File: config.mk
export PLATFORM = sky130hd
export DESIGN_NAME = decode_hazard_ctrl
export DESIGN_NICKNAME = d
export VERILOG_FILES = /design/src/rtl/decode_hazard_ctrl.sv
export SDC_FILE = /design/constraint.sdc
export NUM_CORES = 1
export LEC_CHECK = 0
export ABC_AREA = 1
export ABC_CLOCK_PERIOD_IN_PS = 3500
export CAP_MARGIN = 40
export CORE_MARGIN = 1
export CORE_UTILIZATION = 45
export CTS_CLUSTER_SIZE = 20
export DETAILED_ROUTE_END_ITERATION = 12
export PLACE_DENSITY = 0.66
export SYNTH_ARGS = -nofsm -noshare
export SYNTH_HDL_FRONTEND = slang
export SYNTH_SLANG_ARGS = --single-unit
File: constraint.sdc
create_clock -name clk -period 3.5 [get_ports clk]
set_input_delay 1.05 -clock clk [delete_from_list [all_inputs] [get_ports clk]]
set_output_delay 1.05 -clock clk [all_outputs]
set_load 0.05 [all_outputs]
File: src/rtl/decode_hazard_ctrl.sv
// decode_hazard_ctrl: per-register pending-write scoreboard and decode interlock; HAZARD_PERF_CNT_EN adds a stall-cycle counter.
module decode_hazard_ctrl #(
  parameter int PEND_W = 2
) (
  input  logic        clk,
  input  logic        rst,
  input  logic        dec_valid,
  input  logic        dec_flush,
  input  logic [4:0]  dec_rs1,
  input  logic [4:0]  dec_rs2,
  input  logic        dec_rs1_used,
  input  logic        dec_rs2_used,
  input  logic [4:0]  dec_rd,
  input  logic        dec_wr_enable,
  input  logic        wb_wr_enable,
  input  logic [4:0]  wb_wr_addr,
  output logic        stall,
  output logic        issue,
  output logic [31:0] busy_vec,
  output logic        err_underflow
`ifdef HAZARD_PERF_CNT_EN
  ,
  output logic [31:0] perf_stall_cnt
`endif
);
  localparam logic [PEND_W-1:0] PMAX = '1;
  logic [PEND_W-1:0] pend [32];
  logic haz1, haz2, full, uflow;
  logic [31:0] inc, dec;
  // hazard detection, issue gating and one-hot update strobes; x0 never tracked
  always_comb begin
    haz1 = dec_rs1_used && dec_rs1 != 5'd0 && pend[dec_rs1] != '0;
    haz2 = dec_rs2_used && dec_rs2 != 5'd0 && pend[dec_rs2] != '0;
    full = dec_wr_enable && dec_rd != 5'd0 && pend[dec_rd] == PMAX;
    stall = dec_valid && !dec_flush && (haz1 || haz2 || full);
    issue = dec_valid && !dec_flush && !stall;
    inc = (issue && dec_wr_enable && dec_rd != 5'd0) ? 32'd1 << dec_rd : 32'd0;
    dec = (wb_wr_enable && wb_wr_addr != 5'd0) ? 32'd1 << wb_wr_addr : 32'd0;
    busy_vec = 32'd0;
    for (int r = 1; r < 32; r++) busy_vec[r] = pend[r] != '0;
    uflow = |(dec & ~inc & ~busy_vec);
  end
  // pending counters: simultaneous issue and writeback cancel; writeback at zero flags underflow
  always_ff @(posedge clk) begin
    if (rst) begin
      for (int r = 0; r < 32; r++) pend[r] <= '0;
      err_underflow <= 1'b0;
    end else begin
      for (int r = 1; r < 32; r++)
        if (inc[r] && !dec[r]) pend[r] <= pend[r] + 1'b1;
        else if (dec[r] && !inc[r] && pend[r] != '0) pend[r] <= pend[r] - 1'b1;
      if (uflow) err_underflow <= 1'b1;
    end
  end
`ifdef HAZARD_PERF_CNT_EN
  // free-running stall-cycle counter, wraps naturally
  always_ff @(posedge clk) begin
    if (rst) perf_stall_cnt <= 32'd0;
    else if (stall) perf_stall_cnt <= perf_stall_cnt + 32'd1;
  end
`endif
endmodule

-- Word-level counts from Yosys, hierarchy flattened
Memory sizes are Yosys's and may differ from the RTL's.
Index checks and enable logic that the tools add are counted.
- $add $sub $neg: 62
- multiply operators: 0
- div/mod/pow operators: 0
- $lt $le $gt $ge: 0
- eq/ne operators: 1
- shift-type cells: 2
- muxes and demuxes: 283
- bitwise gates (word level): 66
- reductions and logical operators: 209
- operators with widths (cell ; number):
    1-bit two-way mux ; 219
    2-bit two-way mux ; 62
    1-bit logical AND ; 105
    2-bit nonzero test ; 33
    32-bit AND ; 2
    1-bit zero test ; 64
    32-bit two-way mux ; 2
    32-bit NOT ; 2
    1-bit by 5-bit left shift with 32-bit output (first input constant) ; 2
    2-bit by 1-bit adder with 2-bit output (second input constant) ; 31
    1-bit OR ; 62
    2-bit by 1-bit subtractor with 2-bit output (second input constant) ; 31
    32-bit OR reduction ; 1
    5-bit nonzero test ; 4
    2-bit equality test (second input constant) ; 1
    1-bit logical OR ; 2
- register bits: 1
- bits in latches: 0
- RAM bits: 64
- ROM bits: 0
- input bits: 28
- output and inout port bits: 35
- memories kept: 1
- memories (name ; words ; bits a word ; read ports ; clocked after memory_dff ; write ports ; line ; text):
    pend ; 32 ; 2 ; 34 ; 0 ; 32 ; 27 ; logic [PEND_W-1:0] pend [32];

-- Logic depth before layout (Yosys ltp)
Gate-level depths: netlist (run 1).
- word-level depth: 19
- mapped depth: 22

-- Worst setup path after synthesis (run 1)
Ideal clock, no wire load.
- path type: input port to output port
- start point: input port dec_rd[1]
- end point: output port issue
- data arrival time: 3.447 ns
- data required time: 2.450 ns
- slack: -0.997 ns
- cell stages on the path: 14
- buffers on the path: 2
- cells stage by stage: buf_4 > inv_2 > buf_6 > nand2_2 > nor2_1 > nor2_1 > nand2_1 > nand2_1 > nand2_1 > nand3_1 > nand2_1 > nor2_2 > nor2_2 > nor4_1
- word-level cells in the longest chain between the ends: 7
- RTL lines (item ; line ; text):
    from (decl) ; 13 ; input logic [4:0] dec_rd,
    memory 32 x 2 bit or 5-bit nonzero test (tied branches) ; - ;
    2-bit equality test or 1-bit logical AND (tied branches) ; 34 ; full = dec_wr_enable && dec_rd != 5'd0 && pend[dec_rd] == PMAX;
    1-bit logical AND (*) ; 34 ;
    1-bit logical OR (*) ; 35 ; stall = dec_valid && !dec_flush && (haz1 || haz2 || full);
    1-bit logical AND (*) ; 35 ;
    1-bit zero test (*) ; 36 ; issue = dec_valid && !dec_flush && !stall;
    1-bit logical AND (*) ; 36 ;
    to (decl) ; 18 ; output logic issue,
Mark *: on every way between the ends. The rest lies on a longest branch, timed or not.

-- Worst setup path in the final report (run 1)
- start point: input port dec_rd[0]
- end point: output port issue
Same word-level chain as after synthesis.

==> results of run 1 <==
## cells by family after synthesis
family | Yosys count
other | 1
xor gates and xnor gates | 7
AOI/OAI and AO/OA | 105
adders and majority gates | 1
and+or+nand+nor | 660
DFF | 63
buffers and inverters | 159
## worst max-delay path: cells and delay by family
family	cells	cell delay [ps]
buffers and inverters	4	570
AND/OR/NAND/NOR	11	960
## worst max-delay path by stage
stage	to
4_1_cts	issue
3_5_place_dp	issue
2_1_floorplan	issue
5_1_grt	issue
3_3_place_gp	issue
6_report	issue
## repair_timing
item	4_1_cts	5_1_grt
setup endpoints to repair	109	7
pin swaps	30	17
cloned	1	1
buffers inserted	2	1
gates resized for setup	102	16
## synth_stat cells
cell type	n	share of area, %
nand3b_1	6	0.73
nor3_1	11	0.90
o21ai_0	35	2.8
nand3_1	134	11
o21ai_1	7	0.57
or2_1	10	1.0
nand4_2	5	1.0
a22o_1	5	0.71
a31o_2	1	0.14
buf_4	4	0.49
nor2_4	1	0.18
clkinv_1	2	0.12
nand4_1	48	4.9
ha_1	1	0.20
nor4_1	4	0.41
nor2_2	5	0.51
a22oi_1	1	0.12
xor2_1	7	1.0
a21oi_1	27	2.2
edfxtp_1	62	30
a211oi_1	11	1.3
nand2_1	260	16
conb_1	1	0.061
nand2_2	1	0.10
inv_1	114	7.0
and2_1	4	0.41
or2_2	1	0.10
nor2b_1	1	0.10
buf_2	5	0.41
dfxtp_1	1	0.33
inv_2	3	0.18
o211ai_1	14	1.7
buf_6	4	0.73
nor2_1	169	10
buf_1	4	0.24
clkbuf_1	23	1.4
o31ai_1	4	0.49
## metal layers
metal | GRT usage, % | vias to the layer above | part of all wire (%)
li1 | - | 3570 | -
met1 | 42.08 | 3242 | 42
met2 | 48.25 | 338 | 43
met3 | 9.818 | 62 | 11
met4 | 14.16 | 0 | 4.2
met5 | 0 | - | 0
## registers in the layout (all words and copies together), names as in the netlist
signal,count
pend,62
err_underflow,1
## cell type report
cell class                      count  area [um2]
Fill cell                        1333        5330
Multi-Input combinational cell    774        3736
Sequential cell                    63        1882
Timing Repair Buffer              144        1401
Inverter                          119       470.5
Clock buffer                        9       225.2
Tap cell                          176       220.2
Clock inverter                      7       30.03
## power by group through the flow
stage               sequential, mW  clock [mW]  combinational [mW]
global route                 0.926       0.840               0.773
detailed placement           0.934           0               0.669
global placement             0.934           0               0.667
finish                       0.921       0.803               0.719
floorplan                    0.921           0               0.411
CTS                          0.919       0.813               0.700
==> results.json, run 1 <==
{
  "status": "finished, violations left",
  "violations": "setup timing",
  "die_h_um": 118.9,
  "syn2layout_area_growth_pct": 29.55,
  "ant_nets": 0,
  "critPathMaxStageDelay_ps": 250,
  "hold_viol": 0,
  "route.detailed.drc": 0,
  "core_region_area_mm2": 0.01330,
  "required_ps": 2450,
  "tns_ps": -177.5,
  "worst_setup_path_start_kind": "primary input",
  "clockPowerShare_pct": 32.9,
  "synth.area.mux_share_pct": 0,
  "final_area_mm2": 0.007965,
  "post_drt_wl_per_cell_um": 17.16,
  "post-place-ws_ps": -730.8,
  "vias_per_cell": 5.582,
  "power.total_mw": 2.444,
  "reg2reg_from": "pend[18][0]",
  "cp_max_fo": 6,
  "tritoncts": "done",
  "grt_max_degree": 36,
  "crit_path_end_kind": "output port",
  "setup.worst_path.start": "dec_rd[0]",
  "path_common_cell": "nand2_1",
  "placed_cells": 1272,
  "rsz0062_at_grt": "true",
  "p_switching_mw": 0.8452,
  "antenna_cells": 0,
  "crit_chain": "buf_12 -> buf_16 -> nand2_8 -> nor2_1 -> nor2_1 -> nand2_1 -> nand2_1 -> nand2_1 -> nand3_1 -> nand2_1 -> nor2_2 -> nor2_2 -> buf_6 -> nor4_4 -> buf_12",
  "internal_power_mw": 1.599,
  "drv_cap": 0,
  "fin_crit_sh_pct": 103.7,
  "fp.dieW_um": 118.9,
  "cts-root-buf": "clkbuf_16",
  "netlist_area_mm2": 0.006148,
  "cts_buffers": 9,
  "slowest_stage": "nor4_4",
  "rrSetupSlack_ps": 450,
  "p_leak_nw": 3.562,
  "wl_um": 22170,
  "worst_r2r_path_depth": 16,
  "path_class": "primary input to output port",
  "r2r_end": "pend[1][0]",
  "ys_seq_elements": 63,
  "pwr-share-seq_pct": 37.7,
  "synth_compound_area_share_pct": 10.13,
  "synth_cell_type_count": 37,
  "pwr-share-comb_pct": 29.4,
  "final_common_cell": "nand2_1",
  "grt_pass1_vias": 6439,
  "min_to": "pend[16][0]",
  "grt_pass1_wl_um": 34470,
  "syn_nets": 1025,
  "power.share.switching_pct": 34.58,
  "start_util_pct": 46.25,
  "dp_hpwl_um": 17270,
  "htreeDepth": 3,
  "ys_seq_area_share_pct": 30.61,
  "postCtsHoldBufs": 0,
  "fin_skew_ps": 12.78,
  "clkLatencyLatePin_ps": 350,
  "io_pins": 63,
  "grt_use_total_pct": 32.02,
  "avgSynthCellArea_um2": 6.173,
  "overflow": 0,
  "clock-sinks": 63,
  "mostFrequentLayoutCells": "252 x nand2_1, 164 x nor2_1, 134 x nand3_1",
  "finalWorstSetupSlack_ps": -130.2,
  "min_period_ps": 3630,
  "hold_path_class": "register to register",
  "irDropWorstVdd_uv": 255.2,
  "yosys.area_share.simple_pct": 47.46,
  "finalSetupViolCount": 2,
  "place_area_mm2": 0.007458,
  "drive_gt1_share_pct": 13.62,
  "whs_ps": 591.4,
  "clk_pin_slew_ps": 60,
  "synth_top_family_by_area": "simple AND/OR/NAND/NOR gates",
  "arrival_ps": 2580,
  "ys_warn_count": 0,
  "final_util_pct": 59.91,
  "hold_start": "pend[16][0]",
  "antenna_found_initial": 0,
  "port_buffers": 61,
  "max_freq_ghz": 0.2755,
  "slew_viol_final": 0,
  "power_density_mw_per_mm2": 306.8,
  "nNetsFinal": 1140,
  "rows": 42,
  "synth_cells": 996,
  "dieArea_mm2": 0.01413,
  "routabilityCongestion": 0.9689,
  "synthXorXnorAreaFrac_pct": 0.9972,
  "max-clock-path-buffers": 2,
  "relSlewSlack_pct": 60.88,
  "drtIter0Drc": 671,
  "worstMarginPinSlew_ps": 585.4,
  "stdcell_count": 1292,
  "synth_adder_area_share_pct": 0.2035,
  "firstDrtPassIters": 6,
  "min_path_cells": 1,
  "route.vias.total": 7212
}
Power figures use the tool's default switching activity.
==> inputs of run 2 (changes only) <==
--- a/config.mk
+++ b/config.mk
@@ -6,13 +6,14 @@
 export NUM_CORES = 1
 export LEC_CHECK = 0
 export ABC_AREA = 1
-export ABC_CLOCK_PERIOD_IN_PS = 3500
+export ABC_CLOCK_PERIOD_IN_PS = 4500
 export CAP_MARGIN = 40
 export CORE_MARGIN = 1
 export CORE_UTILIZATION = 45
 export CTS_CLUSTER_SIZE = 20
 export DETAILED_ROUTE_END_ITERATION = 12
 export PLACE_DENSITY = 0.66
+export SETUP_SLACK_MARGIN = 0.1
 export SYNTH_ARGS = -nofsm -noshare
 export SYNTH_HDL_FRONTEND = slang
 export SYNTH_SLANG_ARGS = --single-unit
==> constraint.sdc (replaced) <==
create_clock -name clk -period 4.5 [get_ports clk]
set_input_delay 1.35 -clock clk [delete_from_list [all_inputs] [get_ports clk]]
set_output_delay 1.35 -clock clk [all_outputs]
set_load 0.05 [all_outputs]
==> results.json, run 2 (synthesis results as in run 1) <==
{
  "cts-root-buf": "clkbuf_16",
  "fin_crit_sh_pct": 95.48,
  "fp.dieW_um": 118.9,
  "tns_ps": 0,
  "port_buffers": 61,
  "clk_pin_slew_ps": 50,
  "tritoncts": "done",
  "top_register": "pend",
  "slew_viol_final": 0,
  "relSlewSlack_pct": 60.06,
  "clkLatencyLatePin_ps": 340,
  "rrSetupSlack_ps": 1220,
  "io_pins": 63,
  "finalSetupViolCount": 0,
  "grt_max_degree": 48,
  "vias_per_cell": 5.575,
  "grt_pass1_wl_um": 34050,
  "antenna_cells": 0,
  "power_density_mw_per_mm2": 246.0,
  "min_path_cells": 1,
  "crit_path_end_kind": "output port",
  "rows": 42,
  "ant_nets": 0,
  "worst_r2r_path_depth": 19,
  "pwr-share-seq_pct": 37.7,
  "hold_path_class": "register to register",
  "overflow": 0,
  "critPathMaxStageDelay_ps": 180,
  "min_period_ps": 4296,
  "nNetsFinal": 1128,
  "postCtsHoldBufs": 0,
  "internal_power_mw": 1.262,
  "finalWorstSetupSlack_ps": 203.6,
  "clock-sinks": 63,
  "route.vias.total": 7136,
  "htreeDepth": 3,
  "firstDrtPassIters": 6,
  "route.detailed.drc": 0,
  "mostFrequentLayoutCells": "255 x nand2_1, 166 x nor2_1, 134 x nand3_1",
  "whs_ps": 585.7,
  "grt_pass1_vias": 6429,
  "drtIter0Drc": 757,
  "rsz0062_at_grt": "false",
  "largest_reg_flops": 62,
  "p_switching_mw": 0.6357,
  "dieArea_mm2": 0.01413,
  "hold_viol": 0,
  "reg_top3": "pend (62), err_underflow (1)",
  "required_ps": 3150,
  "arrival_ps": 2950,
  "start_util_pct": 46.25,
  "power.total_mw": 1.897,
  "max_freq_ghz": 0.2328,
  "post_drt_wl_per_cell_um": 16.70,
  "routabilityCongestion": 0.9729,
  "core_region_area_mm2": 0.01330,
  "crit_chain": "buf_2 -> nor2_1 -> buf_4 -> nand2_1 -> nand2_1 -> nor2_1 -> nand2_1 -> nand3_1 -> nand3b_1 -> nand3_1 -> nand2_2 -> buf_4 -> nor4_4 -> buf_12",
  "power.share.switching_pct": 33.51,
  "cts_buffers": 9,
  "antenna_found_initial": 0,
  "max-clock-path-buffers": 2,
  "grt_use_total_pct": 31.31,
  "irDropWorstVdd_uv": 157.8,
  "syn2layout_area_growth_pct": 25.42,
  "pwr-share-comb_pct": 27.6,
  "final_common_cell": "nand2_1",
  "cp_max_fo": 6,
  "p_leak_nw": 3.478,
  "path_common_cell": "nand2_1",
  "post-place-ws_ps": -275.1,
  "final_util_pct": 58.00,
  "drv_cap": 0,
  "status": "complete, no violations",
  "worstMarginPinSlew_ps": 597.7,
  "slowest_stage": "nor4_4",
  "clockPowerShare_pct": 34.6,
  "drive_gt1_share_pct": 11.59,
  "die_h_um": 118.9,
  "fin_skew_ps": 3.814,
  "path_class": "primary input to output port",
  "wl_um": 21370,
  "worst_setup_path_start_kind": "primary input",
  "dp_hpwl_um": 16890
}
[run 2: cell type report]
class,count,area [um2]
fill,1342,5584
timing repair buffer,132,1186
multi-input combinational,774,3696
sequential,63,1882
clock inverter,1,5.005
tap,176,220.2
inverter,119,454.2
clock buffer,15,267.8
[run 2: metrics by stage]
stage / area [um2] / cells
after detailed placement: 7323 / 1259
after CTS: 7639 / 1276
after global routing: 7711 / 1280
after global placement: 7303 / 1258
final: 7711 / 1280
after floorplan: 6163 / 996
[run 2: final timing paths]
| check | start | endpoint |
|---|---|---|
| worst min register to register | pend[16][0] | pend[16][0] |
| worst max-delay path | dec_rs1[1] | issue |
| worst max register to register | pend[12][0] | err_underflow |
| worst min-delay path | pend[16][0] | pend[16][0] |
[run 2: power by group through the flow]
| stage | registers [mW] | logic, mW | clock network, mW |
|---|---|---|---|
| 6_report | 0.716 | 0.524 | 0.657 |
| 3_5_place_dp | 0.726 | 0.504 | 0 |
| 3_3_place_gp | 0.726 | 0.498 | 0 |
| 4_1_cts | 0.715 | 0.510 | 0.660 |
| 5_1_grt | 0.720 | 0.567 | 0.689 |
| 2_1_floorplan | 0.717 | 0.320 | 0 |
[run 2: critical path, delay by kind of cell]
kind	cells	cell delay [ps]
buffers and inverters	4	670
and+or+nand+nor	10	930
[run 2: per-layer routing]
metal,routed length (um),GRT usage [%],up-vias
met1,9137,40.22,3240
met2,9541,48.68,306
met3,2024,9.866,48
li1,-,-,3542
met5,0,0,-
met4,669,12.58,0
[run 2: what timing repair did]
| item | CTS | global route |
|---|---|---|
| setup endpoints to repair | 2 | 2 |
| endpoints found under the hold margin | 0 | 0 |
| pin swaps | 6 | 9 |
| setup buffers | 1 | 4 |
| resized for setup | 36 | 34 |
